File: config.mk
export PLATFORM = sky130hd
export DESIGN_NAME = keypad_encoder
export DESIGN_NICKNAME = d
export VERILOG_FILES = /design/src/rtl/keypad_encoder.sv
export SDC_FILE = /design/constraint.sdc
export NUM_CORES = 1
export LEC_CHECK = 0
export BUFFER_PORTS_ARGS = -buffer_cell sky130_fd_sc_hd__buf_2
export CORE_MARGIN = 1
export CORE_UTILIZATION = 35
export CTS_CLUSTER_DIAMETER = 40
export DETAILED_ROUTE_END_ITERATION = 8
export GPL_ROUTABILITY_DRIVEN = 0
export SETUP_SLACK_MARGIN = 0.2
export SLEW_MARGIN = 30
export SYNTH_ARGS = -nofsm -noshare
export SYNTH_HDL_FRONTEND = slang
export SYNTH_SLANG_ARGS = --single-unit
File: constraint.sdc
create_clock -name Clock -period 2 [get_ports Clock]
set_clock_uncertainty 0.05 [all_clocks]
set_input_delay 0.2 -clock Clock [delete_from_list [all_inputs] [get_ports Clock]]
set_output_delay 0.2 -clock Clock [all_outputs]
set_load 0.02 [all_outputs]
File: src/rtl/keypad_encoder.sv
// 4x4 matrix keypad scanner: drives one column at a time, debounces a single
// pressed key, emits its 4-bit code once with a one-cycle ready strobe.
module keypad_encoder #(
    parameter int SCAN_DIV        = 4,
    parameter int DEBOUNCE_CYCLES = 8
) (
    input  logic       Clock,
    input  logic       clearIn,
    input  logic [3:0] rows,
    output logic [3:0] cols,
    output logic [3:0] tecla,
    output logic       ready,
    output logic       keyHeld,
    output logic [2:0] estate
);

    typedef enum logic [2:0] {
        SCAN     = 3'b000,
        DEBOUNCE = 3'b001,
        EMIT     = 3'b010,
        HOLD     = 3'b011,
        RELEASE  = 3'b100
    } state_t;

    localparam logic [7:0] DWELL_LAST = 8'(SCAN_DIV - 1);
    localparam logic [7:0] DEB_LAST   = 8'(DEBOUNCE_CYCLES - 1);

    state_t     state_q, state_d;
    logic [1:0] colIdx_q, colIdx_d;
    logic [7:0] cnt_q, cnt_d;
    logic [3:0] captured_q, captured_d;
    logic [3:0] tecla_q, tecla_d;
    logic [3:0] rowsMeta_q, rowsSync_q;
    logic       ready_q, keyHeld_q;

    function automatic logic singleLow(input logic [3:0] p);
        case (p)
            4'b1110, 4'b1101, 4'b1011, 4'b0111: singleLow = 1'b1;
            default:                            singleLow = 1'b0;
        endcase
    endfunction

    function automatic logic [1:0] rowOf(input logic [3:0] p);
        case (p)
            4'b1101: rowOf = 2'd1;
            4'b1011: rowOf = 2'd2;
            4'b0111: rowOf = 2'd3;
            default: rowOf = 2'd0;
        endcase
    endfunction

    function automatic logic [3:0] keyCode(input logic [1:0] r, input logic [1:0] c);
        case ({r, c})
            4'h0: keyCode = 4'h1;
            4'h1: keyCode = 4'h2;
            4'h2: keyCode = 4'h3;
            4'h3: keyCode = 4'hC;
            4'h4: keyCode = 4'h4;
            4'h5: keyCode = 4'h5;
            4'h6: keyCode = 4'h6;
            4'h7: keyCode = 4'hB;
            4'h8: keyCode = 4'h7;
            4'h9: keyCode = 4'h8;
            4'hA: keyCode = 4'h9;
            4'hB: keyCode = 4'hF;
            4'hC: keyCode = 4'hE;
            4'hD: keyCode = 4'h0;
            4'hE: keyCode = 4'hD;
            default: keyCode = 4'hA;
        endcase
    endfunction

    always_comb begin
        state_d    = state_q;
        colIdx_d   = colIdx_q;
        cnt_d      = cnt_q;
        captured_d = captured_q;
        tecla_d    = tecla_q;
        case (state_q)
            SCAN: begin
                if (cnt_q == DWELL_LAST) begin
                    cnt_d = 8'd0;
                    if (singleLow(rowsSync_q)) begin
                        state_d    = DEBOUNCE;
                        captured_d = rowsSync_q;
                    end else begin
                        colIdx_d = colIdx_q + 2'd1;
                    end
                end else begin
                    cnt_d = cnt_q + 8'd1;
                end
            end
            DEBOUNCE: begin
                if (rowsSync_q == captured_q) begin
                    if (cnt_q == DEB_LAST) begin
                        state_d = EMIT;
                        cnt_d   = 8'd0;
                        tecla_d = keyCode(rowOf(captured_q), colIdx_q);
                    end else begin
                        cnt_d = cnt_q + 8'd1;
                    end
                end else begin
                    state_d  = SCAN;
                    colIdx_d = colIdx_q + 2'd1;
                    cnt_d    = 8'd0;
                end
            end
            EMIT: begin
                state_d = HOLD;
                cnt_d   = 8'd0;
            end
            HOLD: begin
                cnt_d = 8'd0;
                if (rowsSync_q == 4'hF) begin
                    state_d = RELEASE;
                end
            end
            RELEASE: begin
                if (rowsSync_q == 4'hF) begin
                    if (cnt_q == DEB_LAST) begin
                        state_d  = SCAN;
                        colIdx_d = colIdx_q + 2'd1;
                        cnt_d    = 8'd0;
                    end else begin
                        cnt_d = cnt_q + 8'd1;
                    end
                end else begin
                    state_d = HOLD;
                    cnt_d   = 8'd0;
                end
            end
            default: begin
                state_d = SCAN;
                cnt_d   = 8'd0;
            end
        endcase
    end

    // ready and keyHeld are registered from the next state so they are clean flop outputs
    always_ff @(posedge Clock or negedge clearIn) begin
        if (!clearIn) begin
            state_q    <= SCAN;
            colIdx_q   <= 2'd0;
            cnt_q      <= 8'd0;
            captured_q <= 4'hF;
            tecla_q    <= 4'h0;
            rowsMeta_q <= 4'hF;
            rowsSync_q <= 4'hF;
            ready_q    <= 1'b0;
            keyHeld_q  <= 1'b0;
        end else begin
            state_q    <= state_d;
            colIdx_q   <= colIdx_d;
            cnt_q      <= cnt_d;
            captured_q <= captured_d;
            tecla_q    <= tecla_d;
            rowsMeta_q <= rows;
            rowsSync_q <= rowsMeta_q;
            ready_q    <= (state_d == EMIT);
            keyHeld_q  <= (state_d == EMIT) || (state_d == HOLD) || (state_d == RELEASE);
        end
    end

    assign cols    = ~(4'b0001 << colIdx_q);
    assign tecla   = tecla_q;
    assign ready   = ready_q;
    assign keyHeld = keyHeld_q;
    assign estate  = state_q;

endmodule

# Yosys cells after proc, flatten, opt, wreduce, memory -nomap -nowiden
# Memories as Yosys holds them, arrays and structs flattened. A register that Yosys moved wholly into a read port is not among the register bits.
# Cells that the tools add are included.
# Widths: inputs -> output; s select.
# op_classes
n_addsub	2
eq_ne	23
shift	1
mux	26
bitwise	1
n_reduce_logical	9
# op_table
op	count
$mux 8	4
$eq 4x4->1 const B	6
$pmux 8 s3	1
$mux 3	7
$mux 2	8
$pmux 3 s5	1
$eq 3x2->1 const B	4
$pmux 2 s3	2
$ne 2x2->1 const B	5
$add 8x1->8 const B	1
$eq 4x3->1 const B	2
$eq 8x2->1 const B	1
$eq 8x3->1 const B	1
$eq 3x3->1 const B	2
$reduce_and 3->1	2
$reduce_and 6->1	1
$eq 4x4->1	1
$not 4->4	1
$reduce_or 4->1	1
$shl 1x2->4 const A	1
$eq 3x1->1 const B	1
$logic_not 3->1	1
$mux 1	3
$reduce_bool 3->1	1
other kinds (3)	4
# totals
reg_bits	27
mem_bits_ro	64
input_bits	6
output_inout_bits	13
word_cells	71
mem_count	1
# memory_table
memory	words	width	read_ports	rd_clocked_by_memory_dff	write_ports	line	rtl
(name not given)	16	4	1	1	0	53	case ({r, c})

# Depth between registers and ports, before layout
# Gate-level depths: netlist of the first run.
# logic_depth
word_depth	11
depth_mapped	7
ltp_nobuf	6

# Worst setup path before layout of the first run
# OpenSTA, ideal clock, no wires.
# synth_path
path_type	register -> register
start	register captured_q[2]
end	register tecla_q[0], in the netlist tecla[0]
setup_ns	0.125
arrival_ns	1.818
required_ns	1.825
setup_slack_ns	0.007
path_stages_with_launch	7
path_cell_list	dfstp_2 -> clkbuf_1 -> xor2_1 -> nor4_2 -> o21a_1 -> buf_2 -> mux2_2
# synth_between
elab_chain_len	5
elab_cells_between_ends	9
classes_between	eq/ne (4); mux (4); reduce/logical (1)
# synth_rtl
element	line	rtl
from (decl)	31	logic [3:0] captured_q, captured_d;
from (signal assigned)	155	captured_q <= captured_d;
$eq 4x3->1 / $eq 4x4->1 (equally long branches)	44	case (p)
$pmux 2 s3	44	
$mux 2	95	if (cnt_q == DEB_LAST) begin
$mux 2	94	if (rowsSync_q == captured_q) begin
$mux 2	79	case (state_q)
to (decl)	32	logic [3:0] tecla_q, tecla_d;
# Several ways; a longest one is shown, not always the timed one. The select of a mux whose other input is x is not followed.
# A chain may end at the register's enable or synchronous reset.

# Worst setup path after layout of the first run
# layout_path
start	register rowsSync_q[3]
end	register colIdx_q[1]
# layout_between
elab_chain_len	7
elab_cells_between_ends	14
classes_between	eq/ne (9); mux (3); reduce/logical (2)
# layout_rtl
element	line	rtl
from (decl)	33	logic [3:0] rowsMeta_q, rowsSync_q;
from (signal assigned)	158	rowsSync_q <= rowsMeta_q;
$eq 4x4->1 / $eq 4x3->1 (equally long branches)	37	case (p)
$reduce_or 4->1	37	
$mux 1	37	
$mux 1	81	if (cnt_q == DWELL_LAST) begin
$mux 1	79	
$ne 2x2->1 (no line)	--	
$reduce_and 6->1 (no line) (*)	--	
to (signal assigned)	153	colIdx_q <= colIdx_d;
to (decl)	29	logic [1:0] colIdx_q, colIdx_d;
# Every way passes the cells marked *; elsewhere a longest branch is shown, timed or not. The select of a mux whose other input is x is not followed.

==> flow_summary.ini, run 1 <==
[grt]
grt_max_degree = 32
overflow = 0
grt_pass1_wl_um = 5380
grt_pass1_vias = 1246
antenna_found_initial = 0
grt_usage = 0.141

[floorplanning]
num_rows = 24
die_h_um = 70.5
num_io_pins = 19
chipWidth_um = 70.5
die_area_mm2 = 0.00496
start_util = 0.369
core_mm2 = 0.00444

[setup_path]
r2r_start = rowsSync_q[3]
end_kind = flop
cp.arrival_ns = 2.00
critPathMaxFanout = 5
endpoint = colIdx_q[1]
r2r_slack_ns = 0.11
worstSetupStartpointType = flop
reg2reg_to = colIdx_q[1]
critPathKind = reg2reg
worstPathRequired_ns = 2.11
crit_start = rowsSync_q[3]
ff2ff_path_depth = 5

[clock_network]
clockBufferDepth = 2
clock_latency_ns = 0.28
cts_buffers = 5
cts_sinks = 31
cts_tree = done
htreeDepth = 2
clk_pin_slew_ns = 0.07
clockRootBuffer = clkbuf_8

[cells_and_area]
final_nets = 208
n_fill_cell = 401
antenna_cells = 0
drive_above_1_share = 0.480
multiInputGateArea_um2 = 908
stdcell_area_mm2 = 0.00222
fin_util = 0.499
area_delta_synth_final_pct = 35.1
seqCellArea_um2 = 796

[detailed_routing]
firstDrtPassIters = 6
vias = 1247
drc = 6
drt_first_iter_violations = 58
routedWlPerCell_um = 13.3
drt-total-wl_um = 3310
postRouteAntennaNets = 0
avgViaCountPerCell = 5.03

[sta]
maxSlewViolCount = 0
rsz0062_at_grt = true
finalCritPeriodShare = 0.943
setup_viol = 0
tightest_slew_ns = 0.702
finalCriticalPeriod_ns = 1.89
tns_ns = 0
final-hold-violation-count = 0
max_freq_mhz = 530
slew_headroom = 0.532

[power]
power.leakage_nw = 0.999
power_mw = 2.91
max-vdd-ir-drop_uv = 629
power_density_mw_per_mm2 = 1310

[hold_path]
worstHoldStart = rowsMeta_q[2]
min_path_type = reg2reg

[synth]
synth.net_count = 165
yosysWarnings = 0
synthFlopType = dfrtp_1
async_flop_share = 1.00
ys_seq_elements = 31
synth_edf_count = 0
yosysSeqAreaShare = 0.482
netlist_area_mm2 = 0.00164
ys_types = 38
syn_inst = 152
syn-mean-instance-area_um2 = 10.8

[placed_design]
post_dp_cell_area_mm2 = 0.00188
hpwl_um = 2240
io_buffers = 18

[flow_run]
max_cap_viol_count = 0

[outcome]
status = finished with violations
violations = DRC
-- how the worst min path moves through the flow --
| stage | endpoint | slack (ns) | depth (start not counted) |
|---|---|---|---|
| final | rowsSync_q[2] | 0.31 | 0 |
| after global routing | rowsSync_q[0] | 0.31 | 0 |
| after CTS | rowsSync_q[2] | 0.31 | 0 |
| after detailed placement | colIdx_q[1] | 0.24 | 1 |
| after global placement | colIdx_q[1] | 0.22 | 1 |
| after floorplan | cnt_q[0] | -0.15 | 0 |
-- cell usage after synthesis, types with 2 or more instances --
cell type | n | area share
dfrtp_1 | 19 | 0.29
nor2_1 | 14 | 0.032
dfstp_2 | 12 | 0.19
mux2_2 | 10 | 0.069
nand2_1 | 9 | 0.021
nand3_1 | 9 | 0.027
inv_1 | 8 | 0.018
xor2_1 | 8 | 0.043
ha_1 | 7 | 0.053
xnor2_1 | 6 | 0.032
a21oi_1 | 5 | 0.015
o21ai_0 | 5 | 0.015
buf_2 | 4 | 0.012
clkbuf_1 | 4 | 0.0092
nor2b_1 | 4 | 0.015
a32oi_1 | 3 | 0.016
nand4_1 | 2 | 0.0076
nor3b_1 | 2 | 0.0092
o221ai_1 | 2 | 0.011
-- repair_timing --
action / 4_1_cts / 5_1_grt
hold buffers: 5 / 0
gates resized for setup: 8 / 15
pin swaps: 3 / 6
endpoints found under the setup margin: 20 / 19
setup buffers: 7 / 3
hold endpoints to repair: 23 / 0
-- power breakdown --
part           switching [mW]  internal (mW)
sequential              0.156          0.799
combinational           0.694          0.702
clock                   0.240          0.320
total                    1.09           1.82
-- worst max-delay path, stage by stage, from the launching register on --
cell      delay, ns
dfstp_2        0.60
xnor2_1        0.13
a21oi_1        0.08
a21o_1         0.18
a2111o_1       0.42
mux2_4         0.31
-- sequential cells by signal, indices dropped and copies added (netlist names) --
signal      flops
cnt_q           8
captured_q      4
rowsMeta_q      4
rowsSync_q      4
tecla           4
estate          3
colIdx_q        2
keyHeld         1
ready           1
-- stage by stage --
stage	setup WS, ns	instances	hold slack (ns)
floorplan	0.114	152	-0.146
global placement	0.0355	225	0.224
detailed placement	-0.0234	225	0.242
CTS	0.103	245	0.309
global route	0.0674	248	0.310
finish	0.114	248	0.307
-- cells in the final DEF, fill, tap and decap left out, types with 3 or more instances in the layout --
cell            n
nand3_1         7
xor2_1          4
o21ai_0         4
inv_1           8
buf_2          18
mux2_4          6
nor2_1         14
dlygate4sd3_1   5
dfrtp_2         4
nand2_1         9
xor2_2          4
clkbuf_8        5
a21oi_1         5
mux2_2          5
nor2b_1         3
dfstp_2        12
buf_4          21
xnor2_1         6
dfrtp_1        15
ha_1            6
-- logic make-up after synthesis --
| kind of cell | count (synthesis) | share of synthesized area |
|---|---|---|
| XOR/XNOR | 14 | 0.0748 |
| flip-flops | 31 | 0.482 |
| buffers and inverters | 17 | 0.0465 |
| AO/OA/AOI/OAI | 22 | 0.0931 |
| AND/OR/NAND/NOR | 49 | 0.166 |
| multiplexers | 12 | 0.0839 |
| adder cells (fa/ha/maj) | 7 | 0.0534 |
-- layer usage --
layer,share of wire,global-route usage,wire length [um],vias to the layer above
met5,0,0,0,-
met4,0.014,0.0635,47,0
met3,0.038,0.0505,126,8
met2,0.52,0.238,1720,23
met1,0.43,0.159,1420,610
li1,-,-,-,606
-- cell type report --
class                      instances  area share
inverter                           8      0.0136
timing repair buffer              45       0.139
clock inverter                     2     0.00621
sequential                        31       0.359
multi-input combinational        104       0.410
clock buffer                       6      0.0423
tap                               52      0.0294
Note: power is estimated with default switching activity, not from simulation.
==> inputs of run 2 (changes only) <==
==> constraint.sdc (replaced) <==
create_clock -name Clock -period 1.7 [get_ports Clock]
set_clock_uncertainty 0.05 [all_clocks]
set_input_delay 0.085 -clock Clock [delete_from_list [all_inputs] [get_ports Clock]]
set_output_delay 0.085 -clock Clock [all_outputs]
set_load 0.02 [all_outputs]
==> flow_summary.ini, run 2 (same netlist as run 1, synthesis figures left out) <==
[outcome]
status = finished with violations
violations = DRC, setup timing

[grt]
grt_pass1_wl_um = 6200
grt_usage = 0.159
antenna_found_initial = 0
overflow = 0
grt_pass1_vias = 1375
grt_max_degree = 32

[clock_network]
cts_sinks = 31
clockBufferDepth = 2
cts_tree = done
clockRootBuffer = clkbuf_8
clk_pin_slew_ns = 0.07
cts_buffers = 5
clock_latency_ns = 0.28
htreeDepth = 2

[cells_and_area]
final_nets = 225
final_common_cell = buf_4
largest_reg_flops = 8
n_fill_cell = 399
regMostFlops = cnt_q
area_delta_synth_final_pct = 44.5
final_cell_mix = 34 x buf_4, 18 x dfrtp_1, 18 x buf_2, 12 x dfstp_2, 10 x nor2_1
drive_above_1_share = 0.531
antenna_cells = 0

[detailed_routing]
postRouteAntennaNets = 0
drt-total-wl_um = 3660
drt_first_iter_violations = 67
firstDrtPassIters = 8
vias = 1327
routedWlPerCell_um = 13.8
avgViaCountPerCell = 5.01
drc = 8

[sta]
setup_viol = 20
setup_slack_ns = -0.200
maxSlewViolCount = 0
slew_headroom = 0.543
final-hold-violation-count = 0
tightest_slew_ns = 0.685
finalCritPeriodShare = 1.12
rsz0062_at_grt = true
finalCriticalPeriod_ns = 1.90
holdWs_ns = 0.307
max_freq_mhz = 526

[setup_path]
max_stage_delay_ns = 0.61
critPathMaxFanout = 5
cp_top_family = flip-flops
end_kind = flop
critPathKind = reg2reg
critical_path_buf_inv_count = 1
cp_slowest_cell = dfstp_2
cp_cell_sequence = xor2_2, nor4_4, buf_4, a2111o_1, mux2_4
worstPathRequired_ns = 1.82
cp.arrival_ns = 2.02
worstSetupStartpointType = flop

[floorplanning]
num_io_pins = 19
start_util = 0.369
die_area_mm2 = 0.00496
num_rows = 24
core_mm2 = 0.00444
chipWidth_um = 70.5
die_h_um = 70.5

[hold_path]
min_path_type = reg2reg

[power]
max-vdd-ir-drop_uv = 827
p_clk_frac = 0.167
power_density_mw_per_mm2 = 1510
seqPwrFrac = 0.303
power_mw = 3.57
p_switching_mw = 1.37
swShare = 0.385
power.leakage_nw = 1.10
p_int_mw = 2.20
pwr-share-comb = 0.530

[flow_run]
max_cap_viol_count = 0

[placed_design]
hpwl_um = 2420
pre_cts_ws_ns = -0.264
io_buffers = 18
[run 2: worst paths after layout]
check                              startpoint       endpoint  slack [ns]  cells after the start
max in group asynchronous             clearIn      estate[2]        0.78                      2
worst max register to register  rowsSync_q[3]    colIdx_q[1]       -0.20                      5
worst max-delay path            rowsSync_q[3]    colIdx_q[1]       -0.20                      5
worst min register to register  rowsMeta_q[0]  rowsSync_q[0]        0.31                      0
min in group asynchronous             clearIn    colIdx_q[0]        0.34                      2
worst min-delay path            rowsMeta_q[0]  rowsSync_q[0]        0.31                      0
[run 2: through the flow]
step	std cells	setup TNS, ns	util	instance area (um2)
2_1_floorplan	152	-1.48	-	1720
3_3_place_gp	246	-2.43	0.462	2050
3_5_place_dp	246	-2.92	0.462	2050
4_1_cts	264	-2.04	0.518	2300
5_1_grt	265	-3.89	0.534	2370
6_report	265	-2.51	0.534	2370
[run 2: repair_timing]
action,4_1_cts,5_1_grt
pin swaps,12,5
buffers inserted,5,1
setup endpoints to repair,22,22
endpoints found under the hold margin,23,0
cloned,0,0
hold buffers,5,0
resized for setup,19,11
[run 2: area by class of cell]
class,instances,area [um2],share of cell area
clock inverters,3,21.3,0.00897
flip-flops and latches,31,792,0.334
inverters,8,30.0,0.0127
clock buffers,5,68.8,0.0290
repair buffers,62,452,0.191
well taps,52,65.1,0.0274
multi-input cells,104,942,0.397
[run 2: per-layer routing]
metal / vias to the layer above / share of wire / global-route usage
li1: 643 / - / -
met1: 650 / 0.44 / 0.199
met2: 30 / 0.52 / 0.274
met3: 4 / 0.032 / 0.0433
met4: 0 / 0.0066 / 0.0340
met5: - / 0 / 0
[run 2: power by group through the flow]
stage | Sequential, mW | Clock (mW) | Combinational, mW
2_1_floorplan | 1.08 | 0 | 1.04
3_3_place_gp | 1.07 | 0 | 1.55
3_5_place_dp | 1.08 | 0 | 1.59
4_1_cts | 1.07 | 0.616 | 1.76
5_1_grt | 1.10 | 0.652 | 2.06
6_report | 1.08 | 0.597 | 1.89
